[src/rtl/dispatch_pkg.sv]
// -----------------------------------------------------------------------------
// dispatch_pkg
// Shared constants and types for the clause dispatch controller.
//   NUM_ENGINE : number of BCP engines / grant lines
//   CRED_MAX   : per-engine input queue depth (credits after reset)
//   CNT_W      : width of the load / dispatch clause counters
// -----------------------------------------------------------------------------
package dispatch_pkg;

    localparam int NUM_ENGINE = 4;
    localparam int CRED_MAX   = 4;
    localparam int CNT_W      = 10;
    localparam int CRED_W     = $clog2(CRED_MAX + 1);
    localparam int IDX_W      = (NUM_ENGINE > 1) ? $clog2(NUM_ENGINE) : 1;

    typedef logic [CRED_W-1:0] cred_t;
    typedef logic [CNT_W-1:0]  cnt_t;
    typedef logic [IDX_W-1:0]  idx_t;

    localparam cred_t CRED_FULL = cred_t'(CRED_MAX);
    localparam cnt_t  CNT_FULL  = {CNT_W{1'b1}};

    typedef enum logic [1:0] {
        IDLE     = 2'd0,
        DISPATCH = 2'd1,
        DONE     = 2'd2
    } state_t;

    // Round-robin pointer advance: the engine after the winner, wrapping.
    function automatic idx_t next_ptr(input idx_t idx);
        return (int'(idx) == NUM_ENGINE - 1) ? '0 : idx + 1'b1;
    endfunction

endpackage

[src/rtl/rr_arbiter.sv]
// -----------------------------------------------------------------------------
// rr_arbiter
// Combinational round-robin arbiter. Scans requesters starting at i_ptr and
// wrapping; the first active request wins.
//   i_req   : request vector (one bit per requester)
//   i_ptr   : index where the scan starts
//   o_grant : one-hot winner (all zero when nothing requests)
//   o_idx   : index of the winner (zero when nothing requests)
//   o_any   : at least one request is active
// -----------------------------------------------------------------------------
module rr_arbiter #(
    parameter int N     = 4,
    parameter int IDX_W = (N > 1) ? $clog2(N) : 1
) (
    input  logic [N-1:0]     i_req,
    input  logic [IDX_W-1:0] i_ptr,
    output logic [N-1:0]     o_grant,
    output logic [IDX_W-1:0] o_idx,
    output logic             o_any
);

    // NOTE: every output gets a default before the loop so no path leaves a
    // value unassigned, which would otherwise infer a latch.
    always_comb begin
        logic [IDX_W-1:0] w_cand;
        w_cand  = '0;
        o_grant = '0;
        o_idx   = '0;
        o_any   = 1'b0;
        for (int k = 0; k < N; k++) begin
            w_cand = IDX_W'((int'(i_ptr) + k) % N);
            if (!o_any && i_req[w_cand]) begin
                o_any           = 1'b1;
                o_grant[w_cand] = 1'b1;
                o_idx           = w_cand;
            end
        end
    end

endmodule

[src/rtl/clause_dispatch_ctrl.sv]
// -----------------------------------------------------------------------------
// clause_dispatch_ctrl
// Sequences the clause distribution datapath: counts clauses loaded into the
// clause buffer, then after start pops one clause per cycle and hands it to a
// BCP engine chosen round-robin among engines that still hold credits.
//   clock, reset   : clock / asynchronous active-low reset
//   load_sig_in    : one clause written into the buffer this cycle
//   start_in       : begin dispatch (honoured in IDLE only)
//   clear_in       : synchronous return to IDLE, counters and err cleared
//   src_empty_in   : clause buffer empty
//   eng_pop_in     : engine i consumed a clause, returning one credit
//   pop_out        : pop the clause buffer this cycle
//   grant_out      : one-hot destination engine of the popped clause
//   busy_out       : dispatching
//   done_out       : every loaded clause has been dispatched
//   load_cnt_out   : clauses loaded
//   disp_cnt_out   : clauses dispatched
//   err_out        : sticky error (load counter overflow or credit overflow)
// -----------------------------------------------------------------------------
module clause_dispatch_ctrl
    import dispatch_pkg::*;
(
    input  logic                  clock,
    input  logic                  reset,
    input  logic                  load_sig_in,
    input  logic                  start_in,
    input  logic                  clear_in,
    input  logic                  src_empty_in,
    input  logic [NUM_ENGINE-1:0] eng_pop_in,
    output logic                  pop_out,
    output logic [NUM_ENGINE-1:0] grant_out,
    output logic                  busy_out,
    output logic                  done_out,
    output logic [CNT_W-1:0]      load_cnt_out,
    output logic [CNT_W-1:0]      disp_cnt_out,
    output logic                  err_out
);

    state_t r_state;
    logic   r_busy;
    logic   r_done;
    cnt_t   r_load_cnt;
    cnt_t   r_disp_cnt;
    logic   r_err;
    idx_t   r_rr_ptr;
    cred_t  r_credit [NUM_ENGINE];

    cnt_t                  w_pending;
    logic [NUM_ENGINE-1:0] w_req;
    logic [NUM_ENGINE-1:0] w_arb_grant;
    idx_t                  w_arb_idx;
    logic                  w_arb_any;
    logic                  w_can_grant;
    logic [NUM_ENGINE-1:0] w_grant;
    logic                  w_load_ovf;
    logic                  w_pop_ovf;

    // The dispatcher never grants beyond what was loaded, so the difference
    // cannot wrap.
    assign w_pending = r_load_cnt - r_disp_cnt;

    always_comb begin
        w_req = '0;
        for (int i = 0; i < NUM_ENGINE; i++) begin
            w_req[i] = (r_credit[i] != '0);
        end
    end

    rr_arbiter #(
        .N     (NUM_ENGINE),
        .IDX_W (IDX_W)
    ) u_rr_arbiter (
        .i_req   (w_req),
        .i_ptr   (r_rr_ptr),
        .o_grant (w_arb_grant),
        .o_idx   (w_arb_idx),
        .o_any   (w_arb_any)
    );

    assign w_can_grant = (r_state == DISPATCH) && (w_pending != '0) &&
                         !src_empty_in && w_arb_any;
    assign w_grant     = w_can_grant ? w_arb_grant : '0;

    // A credit return to an engine that is already full, with no grant to
    // offset it, means the engine popped more than it was sent.
    always_comb begin
        w_pop_ovf = 1'b0;
        for (int i = 0; i < NUM_ENGINE; i++) begin
            if (eng_pop_in[i] && !w_grant[i] && (r_credit[i] == CRED_FULL)) begin
                w_pop_ovf = 1'b1;
            end
        end
    end

    assign w_load_ovf = load_sig_in && (r_load_cnt == CNT_FULL);

    // NOTE: all state here is sequential and uses non-blocking assignments so
    // every register samples the pre-edge values of its peers.
    always_ff @(posedge clock or negedge reset) begin
        if (!reset) begin
            r_state    <= IDLE;
            r_busy     <= 1'b0;
            r_done     <= 1'b0;
            r_load_cnt <= '0;
            r_disp_cnt <= '0;
            r_err      <= 1'b0;
            r_rr_ptr   <= '0;
            // NOTE: the credit array is a handful of flops that must start
            // full, so it is reset explicitly; a RAM-backed array would not be.
            for (int i = 0; i < NUM_ENGINE; i++) begin
                r_credit[i] <= CRED_FULL;
            end
        end else begin
            // Credits and the pointer track what actually moved on the wires,
            // so clear_in does not touch them.
            if (w_can_grant) begin
                r_rr_ptr <= next_ptr(w_arb_idx);
            end
            for (int i = 0; i < NUM_ENGINE; i++) begin
                if (w_grant[i] && !eng_pop_in[i]) begin
                    r_credit[i] <= r_credit[i] - 1'b1;
                end else if (!w_grant[i] && eng_pop_in[i] && (r_credit[i] != CRED_FULL)) begin
                    r_credit[i] <= r_credit[i] + 1'b1;
                end
            end

            if (clear_in) begin
                r_state    <= IDLE;
                r_busy     <= 1'b0;
                r_done     <= 1'b0;
                r_load_cnt <= '0;
                r_disp_cnt <= '0;
                r_err      <= 1'b0;
            end else begin
                if (load_sig_in && !w_load_ovf) begin
                    r_load_cnt <= r_load_cnt + 1'b1;
                end
                if (w_can_grant) begin
                    r_disp_cnt <= r_disp_cnt + 1'b1;
                end
                if (w_load_ovf || w_pop_ovf) begin
                    r_err <= 1'b1;
                end

                case (r_state)
                    IDLE: begin
                        if (start_in) begin
                            r_state <= DISPATCH;
                            r_busy  <= 1'b1;
                        end
                    end
                    DISPATCH: begin
                        // A load in the cycle pending drains keeps us here.
                        if ((w_pending == '0) && !load_sig_in) begin
                            r_state <= DONE;
                            r_busy  <= 1'b0;
                            r_done  <= 1'b1;
                        end
                    end
                    DONE: begin
                        if (load_sig_in) begin
                            r_state <= DISPATCH;
                            r_busy  <= 1'b1;
                            r_done  <= 1'b0;
                        end
                    end
                    default: begin
                        r_state <= IDLE;
                        r_busy  <= 1'b0;
                        r_done  <= 1'b0;
                    end
                endcase
            end
        end
    end

    assign pop_out      = w_can_grant;
    assign grant_out    = w_grant;
    assign busy_out     = r_busy;
    assign done_out     = r_done;
    assign load_cnt_out = r_load_cnt;
    assign disp_cnt_out = r_disp_cnt;
    assign err_out      = r_err;

endmodule
[config.mk]
export PLATFORM = sky130hd
export DESIGN_NAME = clause_dispatch_ctrl
export DESIGN_NICKNAME = d
export VERILOG_FILES = /design/src/rtl/dispatch_pkg.sv /design/src/rtl/rr_arbiter.sv /design/src/rtl/clause_dispatch_ctrl.sv
export SDC_FILE = /design/constraint.sdc
export NUM_CORES = 1
export LEC_CHECK = 0
export BUFFER_PORTS_ARGS = -buffer_cell sky130_fd_sc_hd__buf_2
export CAP_MARGIN = 5
export CORE_ASPECT_RATIO = 2
export CORE_MARGIN = 2
export CORE_UTILIZATION = 53
export CTS_CLUSTER_SIZE = 24
export DETAILED_ROUTE_END_ITERATION = 7
export GPL_TIMING_DRIVEN = 0
export PLACE_DENSITY = 0.87
export SKIP_LAST_GASP = 1
export SYNTH_ARGS = -nofsm -noshare
export SYNTH_HDL_FRONTEND = slang
export SYNTH_SLANG_ARGS = --single-unit
[constraint.sdc]
create_clock -name clock -period 3.3 [get_ports clock]
set_input_delay 0.165 -clock clock [delete_from_list [all_inputs] [get_ports clock]]
set_output_delay 0.165 -clock clock [all_outputs]
set_load 0.005 [all_outputs]
Yosys cells after proc, flatten, opt, wreduce, memory -nomap -nowiden
Cells that the tools add are included.
W data, S select, Z words.
- add/subtract/negate cells: 15
- magnitude comparators: 8
- equal/unequal tests: 16
- mux-type cells: 62
- bitwise gates (word level): 3
- reductions and logical operators: 60
- operator list (operator ; number):
    $mux W10 ; 4
    $logic_and A1 B1 Y1 ; 29
    $mux W1 ; 25
    $mux W3 ; 8
    $add A10 B1 Y10 const B ; 2
    $mux W4 ; 5
    $mux W2 ; 9
    $ne A3 B3 Y1 const B ; 6
    $logic_not A1 Y1 ; 14
    $reduce_bool A2 Y1 ; 7
    $add A3 B1 Y3 const B ; 4
    $eq A3 B3 Y1 const B ; 4
    $lt A2 B3 Y1 const B ; 4
    $or A4 B4 Y4 ; 3
    $reduce_bool A3 Y1 ; 4
    $sub A3 B1 Y3 const B ; 4
    $eq A10 B10 Y1 const B ; 1
    $logic_not A10 Y1 ; 1
    $reduce_bool A10 Y1 ; 1
    $sub A10 B10 Y10 ; 1
    $bmux W1 S2 ; 4
    $demux W1 S2 ; 4
    $ge A2 B1 Y1 const B ; 4
    $pmux W1 S3 ; 2
    other kinds (10) ; 14
- register bits: 39
- input bits: 10
- output and inout bits: 28

Depth between registers and ports, before layout
Gate-level depths: netlist of the first run.
- depth after elaboration: 25
- depth in mapped cells: 15
- gate-level depth less buffers: 15

Cells and area by module
Synthesis of the first run repeated with hierarchy kept, for this count alone.
- cell total of the unflattened synthesis: 354
- area total of the unflattened synthesis: 3219.3 um2
- by module, submodules not included (module ; times used ; cells each ; area each (um2)):
    clause_dispatch_ctrl ; 1 ; 309 ; 2797.7
    rr_arbiter ; 1 ; 45 ; 421.7

Worst setup path before layout of the first run
No wires, ideal clock.
- path type: flip-flop to flip-flop
- from: register (tool-made name)
- to: register r_credit[5] (netlist name)
- setup time: 93 ps
- arrival: 3514 ps
- required time: 3207 ps
- path slack: -307 ps
- cell stages (with the launch flop): 14
- buffers on the path: 2
- path through: dfrtp_1 clkbuf_1 inv_1 ha_1 clkbuf_1 mux4_2 nand3_1 a31oi_1 a21oi_1 or3_1 fa_1 or3_1 mux2i_1 a221oi_1
- RTL lines (what ; line ; RTL):
    end signal: indexed assignment ; clause_dispatch_ctrl.sv:121 ; r_credit[i] <= r_credit[i] - 1'b1;
    end signal: indexed assignment ; clause_dispatch_ctrl.sv:123 ; r_credit[i] <= r_credit[i] + 1'b1;
    end: declaration ; clause_dispatch_ctrl.sv:46 ; cred_t r_credit [NUM_ENGINE];

Final worst setup path of the first run
- from: register r_disp_cnt[5], in the netlist disp_cnt_out[5]
- to: register r_credit[5] (netlist name)
- word-level cells in the longest chain between the ends: 10
- elaborated cells between the ends (all ways): 12
- classes of those cells: add/sub: 1; mux: 2; reduce/logical: 9
- ends and longest elaborated chain (what ; line ; RTL):
    start: declaration ; clause_dispatch_ctrl.sv:43 ; cnt_t r_disp_cnt;
    start signal: assignment ; clause_dispatch_ctrl.sv:139 ; r_disp_cnt <= r_disp_cnt + 1'b1;
    $sub A10 B10 Y10 * ; clause_dispatch_ctrl.sv:60 ; assign w_pending = r_load_cnt - r_disp_cnt;
    $reduce_bool A10 Y1 * ; clause_dispatch_ctrl.sv:80 ; assign w_can_grant = (r_state == DISPATCH) && (w_pending != '0) &&
    $logic_and A1 B1 Y1 * (2 in a row) ; clause_dispatch_ctrl.sv:80 ;
    $logic_and A1 B1 Y1 * ; clause_dispatch_ctrl.sv:81 ; !src_empty_in && w_arb_any;
    $mux W4 * ; clause_dispatch_ctrl.sv:82 ; assign w_grant = w_can_grant ? w_arb_grant : '0;
    $logic_not A1 Y1 ; clause_dispatch_ctrl.sv:122 ; end else if (!w_grant[i] && eng_pop_in[i] && (r_credit[i] != CRED_FULL)) begin
    $logic_and A1 B1 Y1 (2 in a row) ; clause_dispatch_ctrl.sv:122 ;
    $reduce_bool A2 Y1 (no source line) ; - ;
Every way passes the cells marked *; elsewhere a longest branch is shown, timed or not.
A chain may end at the register's enable or synchronous reset.

==> impl_metrics.ini, run 1 <==
[synthesis]
netlist_area_um2 = 3181
syn-num-nets = 406
ys_types = 62
yosysWarnings = 0
synth_edf_count = 0
synth_seq_cells = 38
async_flop_share_pct = 100.0
syn_area_per_cell_um2 = 8.504
ys.flop_type = dfrtp_1
netlist_instances = 374
seq_area_frac_synth_pct = 30.06

[placement]
dp_slack_ns = -0.4563
io_buffers = 36
hpwlAfterDp_um = 5576
gp_congestion = 0.9290

[timing]
max_freq_ghz = 0.2953
max-slew-margin-rel_pct = 40.22
timing.final.ws_setup_ns = -0.08648
whs_ns = -0.003404
min_period_ns = 3.386
fin_tns_setup_ns = -0.1264
fin_skew_ns = 0.006589
worst_pin_slew_ns = 0.8967
setup_viol = 2
rsz0062_at_grt = true
slew_viol_final = 0
finalCritPeriodShare_pct = 102.6
finalHoldViolCount = 6

[clocking]
cts_max_path_buffers = 2
cts_tree = yes
clk_latency_ns = 0.29
cts_made_buffers = 5
cts-htree-levels = 2
cts.clk_slew.worst_paths_ns = 0.06
cts_root_buf = clkbuf_16
cts_sinks = 38

[worst_setup_path]
cp_max_fo = 6
rr_worst_depth = 13
cp-start-kind = register
arrival_ns = 3.59
crit_required_ns = 3.50
critPathKind = register to register
r2r_end = r_credit[5]$_DFFE_PN1P_
reg2reg_from = disp_cnt_out[5]$_DFFE_PN0P_
end_kind = register
rrSetupSlack_ns = -0.09

[global_route]
grt_usage_pct = 28.38
grt_antenna_before_repair = 0
grt_max_degree = 39
grt_overflow_total = 0
grt_pass1_wl_um = 15010
grt_pass1_vias = 3105

[route]
dr_total_vias = 3514
routedWlPerCell_um = 19.29
wl_um = 10170
drc = 5
ant_nets = 0
dr.pass1.iters = 7
routed_via_density = 6.668
detail_route.iter0.violations = 354

[finish]
finalNetCount = 495
antenna_cells = 0
area_growth_pct = 34.30
drive_gt1_share_pct = 37.50
nFillCells = 395

[floorplanning]
die-area_um2 = 6674
start_util_pct = 53.86
io-pin-count = 38
die_w_um = 58.78
row_count = 40
die_h_um = 113.6
design.core.area_um2 = 5906

[run_status]
status = finished, violations left
violations = DRC, hold timing, setup timing

[power_and_ir_drop]
p_leak_nw = 1.860
max-vdd-ir-drop_v = 0.0005464
powerDensity_nw_per_um2 = 676.8

[hold_path]
hold_path.class = input pin to async pin

[flow_run]
maxCapViolCount = 0
## repair_timing
item                       CTS  global route
pin swaps                   15            20
setup buffers               32            17
resized for setup           33            34
hold buffers                 0             0
setup endpoints to repair    9            10
hold endpoints to repair     0             0
## power breakdown
| group | total, mW | leakage, nW | switching, mW | internal (mW) |
|---|---|---|---|---|
| combinational | 1.61 | 1.31 | 0.900 | 0.712 |
| sequential | 0.769 | 0.478 | 0.176 | 0.593 |
| clock | 0.510 | 0.0729 | 0.210 | 0.300 |
## area by class of cell
type	instances	area [um^2]	share of cell area, %
tap	63	78.83	1.845
inverter	32	140.1	3.281
multi-input combinational	292	2305	53.95
buffer	9	77.57	1.816
clock buffer	6	138.9	3.251
sequential	38	967.2	22.64
timing repair buffer	85	551.8	12.92
clock inverter	2	12.51	0.2929
## worst max path at each step
stage,startpoint,to,slack (ns),depth (start not counted)
CTS,r_rr_ptr[1]$_DFFE_PN0P_,r_credit[5]$_DFFE_PN1P_,-0.11,13
detailed placement,r_credit[6]$_DFFE_PN0P_,r_credit[5]$_DFFE_PN1P_,-0.46,11
floorplan,disp_cnt_out[5]$_DFFE_PN0P_,r_credit[5]$_DFFE_PN1P_,0.02,14
global route,disp_cnt_out[5]$_DFFE_PN0P_,r_credit[5]$_DFFE_PN1P_,-0.18,14
finish,disp_cnt_out[5]$_DFFE_PN0P_,r_credit[5]$_DFFE_PN1P_,-0.09,13
global placement,r_credit[9]$_DFFE_PN0P_,r_credit[5]$_DFFE_PN1P_,-0.30,11
## layout by cell type (no fill, tap or decap), drive strengths merged, types with 4 or more instances in the layout
cell type / count
a211oi: 6
a21oi: 28
a221oi: 4
a31oi: 5
and3: 4
buf: 89
clkbuf: 11
dfrtp: 34
dfstp: 4
fa: 4
ha: 18
inv: 29
mux2i: 6
mux4: 4
nand2: 29
nand3: 12
nand4: 7
nor2: 39
nor3: 13
nor4: 9
o21ai: 22
o221ai: 6
or3: 15
xnor2: 12
xor2: 7
## Yosys cell counts, types with 6 or more instances
library cell  count  area [um^2]
o21ai_0          20        100.1
nor3_1           12        60.06
xnor2_1          12        105.1
or3_1            15        93.84
ha_1             18        225.2
nand3_1          12        60.06
a211oi_1          6        45.04
nand2_1          29        108.9
dfrtp_1          34        850.8
nand4_1           7        43.79
nor2_1           36        135.1
inv_1            29        108.9
a21oi_1          27        135.1
clkbuf_1         10        37.54
mux2i_1           6        60.06
nor4_1            9        56.30
o221ai_1          6        52.55
xor2_1            7        61.31
## routing by layer
layer	GRT usage [%]	wire [um]	vias up
met4	10.15	462	0
met2	45.04	5110	212
li1	-	-	1561
met3	5.669	737	53
met1	37.85	3858	1688
met5	0	0	-
## cells by family (layout without fill, tap and decap cells)
kind of cell	Yosys count	count (layout)	synth area share (%)
multiplexers	11	11	5.075
buffers and inverters	44	134	5.704
AO/OA/AOI/OAI	102	102	22.31
AND/OR/NAND/NOR	138	138	22.03
flip-flops	38	38	30.06
XOR/XNOR	19	19	5.232
adder cells (fa/ha/maj)	22	22	9.599
## state kept, by name (all words and copies together) (netlist names), named ones only
name          count
busy_out          1
disp_cnt_out     10
done_out          1
err_out           1
load_cnt_out     10
r_credit         12
r_rr_ptr          1
r_state           1
## per-stage QoR
stage | util, % | cell area [um^2] | hold slack (ns) | instances | total power, mW
2_1_floorplan | - | 3246 | -0.1306 | 374 | 1.699
3_3_place_gp | 59.34 | 3505 | 0.3189 | 473 | 1.939
3_5_place_dp | 59.34 | 3505 | 0.3216 | 473 | 1.980
4_1_cts | 68.24 | 4030 | 0.02138 | 512 | 2.642
5_1_grt | 72.33 | 4272 | 0.05326 | 527 | 3.068
6_report | 72.33 | 4272 | -0.003404 | 527 | 2.891
## critical path: stages (launching register included)
cell      delay, ns
dfrtp_1        0.38
inv_2          0.09
ha_4           0.18
or3_1          0.41
nor3_2         0.28
o21a_1         0.16
a2111o_1       0.17
o21ai_4        0.10
buf_8          0.17
or3_4          0.36
fa_2           0.37
or3_1          0.37
mux2i_1        0.15
a221oi_1       0.11
Power figures use the tool's default switching activity.
==> run 2: changes to the inputs <==
Settings changed: SKIP_CTS_REPAIR_TIMING from default to 1.
==> impl_metrics.ini, run 2 (synthesis results as in run 1) <==
[run_status]
violations = DRC, hold timing, setup timing
status = finished, violations left

[clocking]
cts_max_path_buffers = 2
cts_tree = yes
cts_made_buffers = 5
cts.clk_slew.worst_paths_ns = 0.06
cts-htree-levels = 2
cts_sinks = 38
clk_latency_ns = 0.29
cts_root_buf = clkbuf_16

[timing]
rsz0062_at_grt = true
finalHoldViolCount = 14
whs_ns = -0.009230
max_freq_ghz = 0.2921
fin_skew_ns = 0.005214
timing.final.ws_setup_ns = -0.1235
fin_tns_setup_ns = -0.3162
setup_viol = 4
max-slew-margin-rel_pct = 40.90
slew_viol_final = 0
worst_pin_slew_ns = 0.8865
finalCritPeriodShare_pct = 103.7
min_period_ns = 3.424

[power_and_ir_drop]
fin_total_pwr_mw = 2.985
p_sw_share_pct = 44.04
p_sw_mw = 1.315
powerDensity_nw_per_um2 = 676.4
p_leak_nw = 1.936
p_int_mw = 1.670
p_clk_share_pct = 17.2
p_comb_share_pct = 56.3
seqPwrFrac_pct = 26.5
max-vdd-ir-drop_v = 0.0005419

[global_route]
grt_pass1_vias = 2800
grt_usage_pct = 24.49
grt_pass1_wl_um = 13080
grt_overflow_total = 0
grt_max_degree = 39
grt_antenna_before_repair = 0

[floorplanning]
die_w_um = 58.78
design.core.area_um2 = 5906
row_count = 40
die-area_um2 = 6674
io-pin-count = 38
start_util_pct = 53.86
die_h_um = 113.6

[worst_setup_path]
critPathMaxStageDelay_ns = 0.41
rr_worst_depth = 14
reg2reg_from = disp_cnt_out[2]$_DFFE_PN0P_
cp_max_fo = 6
rrSetupSlack_ns = -0.12
critPathKind = register to register
crit_slowest_cell = or3_4
crit_chain = inv_2 > ha_4 > nand3b_1 > buf_4 > a211oi_4 > or4b_4 > o2bb2ai_4 > o21ai_4 > buf_8 > or3_4 > fa_2 > or3_1 > mux2i_1 > a221oi_2
cp-start-kind = register
crit_required_ns = 3.51
end_kind = register
arrival_ns = 3.63
r2r_end = r_credit[5]$_DFFE_PN1P_

[finish]
drive_gt1_share_pct = 40.21
instances_no_fill = 538
mostFrequentLayoutCell = buf_4
final_cell_mix = buf_4, buf_2, nor2_1, nand2_1
largest_reg_flops = 12
antenna_cells = 0
regMostFlops = r_credit
area_growth_pct = 38.75
utilization_pct = 74.72
nFillCells = 374
finalNetCount = 506

[route]
dr.pass1.iters = 8
routed_via_density = 6.716
ant_nets = 0
drc = 5
dr_total_vias = 3613
wl_um = 10770
routedWlPerCell_um = 20.01
detail_route.iter0.violations = 373

[placement]
gp_congestion = 0.9290
dp.cells = 473
hpwlAfterDp_um = 5576
io_buffers = 36

[flow_run]
maxCapViolCount = 0

[hold_path]
hold_path.class = input pin to async pin
[run 2: changes by cell type in the layout (fill, tap and decap cells not counted), sizes merged]
cell | previous run | this run
clkbuf | 11 | 10
buf | 89 | 101
[run 2: power groups by stage]
stage | registers, mW | clock network, mW | logic [mW]
6_report | 0.792 | 0.512 | 1.68
5_1_grt | 0.810 | 0.531 | 1.81
4_1_cts | 0.732 | 0.500 | 1.25
3_5_place_dp | 0.741 | 0 | 1.24
3_3_place_gp | 0.734 | 0 | 1.21
2_1_floorplan | 0.703 | 0 | 0.996
[run 2: worst max-delay path by stage]
stage,slack (ns),cells after the start,end,start
after CTS,-0.46,11,r_credit[5]$_DFFE_PN1P_,r_credit[6]$_DFFE_PN0P_
after global routing,-0.23,14,r_credit[5]$_DFFE_PN1P_,disp_cnt_out[2]$_DFFE_PN0P_
final,-0.12,14,r_credit[5]$_DFFE_PN1P_,disp_cnt_out[2]$_DFFE_PN0P_
after detailed placement,-0.46,11,r_credit[5]$_DFFE_PN1P_,r_credit[6]$_DFFE_PN0P_
after floorplan,0.02,14,r_credit[5]$_DFFE_PN1P_,disp_cnt_out[5]$_DFFE_PN0P_
after global placement,-0.30,11,r_credit[5]$_DFFE_PN1P_,r_credit[9]$_DFFE_PN0P_
[run 2: stage by stage]
step | hold slack [ns] | area, um^2 | setup WS [ns]
finish | -0.009230 | 4413 | -0.1235
detailed placement | 0.3216 | 3505 | -0.4563
CTS | 0.02166 | 3656 | -0.4599
floorplan | -0.1306 | 3246 | 0.02107
global placement | 0.3189 | 3505 | -0.3026
global route | 0.05110 | 4413 | -0.2269
[run 2: cell type report]
type	count	area, um^2	share of cell area, %
Tap cell	63	78.83	1.786
Timing Repair Buffer	97	658.1	14.91
Clock inverter	2	12.51	0.2835
Inverter	32	142.6	3.232
Buffer	8	73.82	1.673
Clock buffer	6	138.9	3.147
Sequential cell	38	972.2	22.03
Multi-Input combinational cell	292	2336	52.93
[run 2: critical path: cells and delay by family, from the launching register on]
| family | cells | cell delay [ns] |
|---|---|---|
| AND/OR/NAND/NOR | 4 | 1.12 |
| adder cells (fa/ha/maj) | 2 | 0.70 |
| AO/OA/AOI/OAI | 4 | 0.54 |
| buffers and inverters | 3 | 0.42 |
| flip-flops | 1 | 0.38 |
| multiplexers | 1 | 0.18 |
[run 2: per-layer routing]
metal,track usage (%),vias up,share of wire [%]
met1,33.87,1720,36
li1,-,1578,-
met2,38.07,250,51
met5,0,-,0
met3,4.195,65,8.6
met4,8.788,0,4.5
==> run 3: changes to the inputs <==
Settings changed: ABC_AREA from default to 1.
==> impl_metrics.ini, run 3 <==
[route]
routedWlPerCell_um = 14.52
detail_route.iter0.violations = 147
ant_nets = 0
routed_via_density = 5.698
dr_total_vias = 3288
wl_um = 8380
dr.pass1.iters = 5
drc = 0

[power_and_ir_drop]
max-vdd-ir-drop_v = 0.0006817
p_leak_nw = 1.994
fin_total_pwr_mw = 2.562
powerDensity_nw_per_um2 = 718.2

[global_route]
grt_usage_pct = 27.61
grt_pass1_vias = 3275
grt_overflow_total = 0
grt_max_degree = 39
grt_antenna_before_repair = 0
grt_pass1_wl_um = 14090

[clocking]
clk_latency_ns = 0.29
cts_made_buffers = 5
cts_max_path_buffers = 2
cts.clk_slew.worst_paths_ns = 0.06
cts_sinks = 38
cts_root_buf = clkbuf_16
cts-htree-levels = 2
cts_tree = yes

[floorplanning]
io-pin-count = 38
die_h_um = 112.6
die_w_um = 58.30
row_count = 39
die-area_um2 = 6565
start_util_pct = 54.74
design.core.area_um2 = 5709

[worst_setup_path]
cp_top_family = adder cells
crit_slowest_cell = fa_1
crit_required_ns = 3.47
cp-start-kind = register
path_depth = 13
critPathKind = register to register
cp_common_cell = inv_1
crit_chain = inv_1 > ha_1 > inv_1 > nand3_1 > o21ai_2 > inv_1 > a21oi_4 > nand3_1 > or2_4 > fa_1 > inv_1 > nand2_1 > o21ai_0
cp_max_fo = 9
end_kind = register
rr_worst_depth = 13
critPathMaxStageDelay_ns = 0.49
critPathBufInv = 4
arrival_ns = 3.31

[timing]
max-slew-margin-rel_pct = 41.27
slew_viol_final = 0
setup_viol = 0
fin_tns_setup_ns = 0
min_period_ns = 3.143
finalCritPeriodShare_pct = 95.25
finalHoldViolCount = 0
max_freq_ghz = 0.3181
timing.final.ws_setup_ns = 0.1567
fin_skew_ns = 0.005232
worst_pin_slew_ns = 0.8810

[synthesis]
netlist_area_um2 = 3125
syn_area_per_cell_um2 = 6.636
yosysWarnings = 0
synth_top_area_cell = dfrtp_1
synth_edf_count = 0
yosysTopAreaCellShare_pct = 27.22
async_flop_share_pct = 100.0
syn-num-nets = 503
seq_area_frac_synth_pct = 30.58
netlist_top_cells_count = nand2_1, inv_1, nand3_1
synth_seq_cells = 38
ys_types = 34
netlist_instances = 471
ys.flop_type = dfrtp_1
ys_top_cells_by_area = dfrtp_1, nand2_1, inv_1, nand3_1, ha_1
yosysMostFrequentCell = nand2_1

[finish]
final_cell_mix = nand2_1, inv_1, nand3_1, buf_2, nor2_1
drive_gt1_share_pct = 14.15
regMostFlops = r_credit
antenna_cells = 0
area_growth_pct = 14.13
finalNetCount = 547
area.sequential_um2 = 958.4
multi_input_area_um2 = 1871
nFillCells = 559
mostFrequentLayoutCell = nand2_1
largest_reg_flops = 12

[placement]
io_buffers = 36
hpwlAfterDp_um = 6482
gp_congestion = 0.9551
dp_slack_ns = -0.02018

[run_status]
status = completed

[flow_run]
maxCapViolCount = 0

[hold_path]
hold_path.class = input pin to async pin
run 3: cell types whose count changed in the layout (fill, tap and decap cells not counted), sizes merged, moves of 7 or more:
| cell | change |
|---|---|
| buf | -64 |
| xnor2 | -11 |
| a21oi | -14 |
| inv | +55 |
| nor4 | -7 |
| o21ai | +8 |
| nand3 | +42 |
| or3 | -15 |
| nand2 | +110 |
run 3: where the power goes:
part | switching, mW | internal (mW)
clock network | 0.186 | 0.299
registers | 0.0991 | 0.607
logic | 0.920 | 0.452
run 3: path summary, 6_finish.rpt:
kind / from / endpoint / slack, ns
max: r_rr_ptr[1]$_DFFE_PN0P_ / r_credit[4]$_DFFE_PN0P_ / 0.16
max in group asynchronous: reset / async pin / 2.69
min reg2reg: r_credit[8]$_DFFE_PN1P_ / r_credit[8]$_DFFE_PN1P_ / 0.46
min in group clock: start_in / busy_out$_DFFE_PN0P_ / 0.23
max reg2reg: r_rr_ptr[1]$_DFFE_PN0P_ / r_credit[4]$_DFFE_PN0P_ / 0.16
min: reset / r_credit[0]$_DFFE_PN0P_ / 0.001
run 3: cell type report:
cell class	count	area share (%)
Buffer	2	0.2105
Clock buffer	7	3.999
Clock inverter	1	0.1403
Inverter	85	8.944
Multi-Input combinational cell	346	52.44
Sequential cell	38	26.87
Tap cell	61	2.140
Timing Repair Buffer	37	5.261
run 3: logic make-up after synthesis:
kind of cell / count (synthesis) / synth area share, %
AO/OA/AOI/OAI: 52 / 9.287
XOR/XNOR: 9 / 2.522
adder cells (fa/ha/maj): 22 / 9.768
buffers and inverters: 87 / 10.45
flip-flops: 38 / 30.58
AND/OR/NAND/NOR: 263 / 37.39
run 3: stage by stage:
step                      cells  hold WS, ns  instance area [um^2]  util, %
final                       577     0.001095                  3567    62.48
after global routing        577      0.08564                  3567    62.48
after CTS                   576      0.03078                  3530    61.82
after detailed placement    568       0.3375                  3382    59.24
after global placement      568       0.3271                  3382    59.24
after floorplan             471      -0.1306                  3126        -
run 3: routing by layer:
layer,global-route usage [%],wire length [um],up-vias
li1,-,-,1594
met1,25.33,2755,1557
met2,53.18,4911,106
met3,4.147,334,31
met4,16.12,379,0
met5,0,0,-
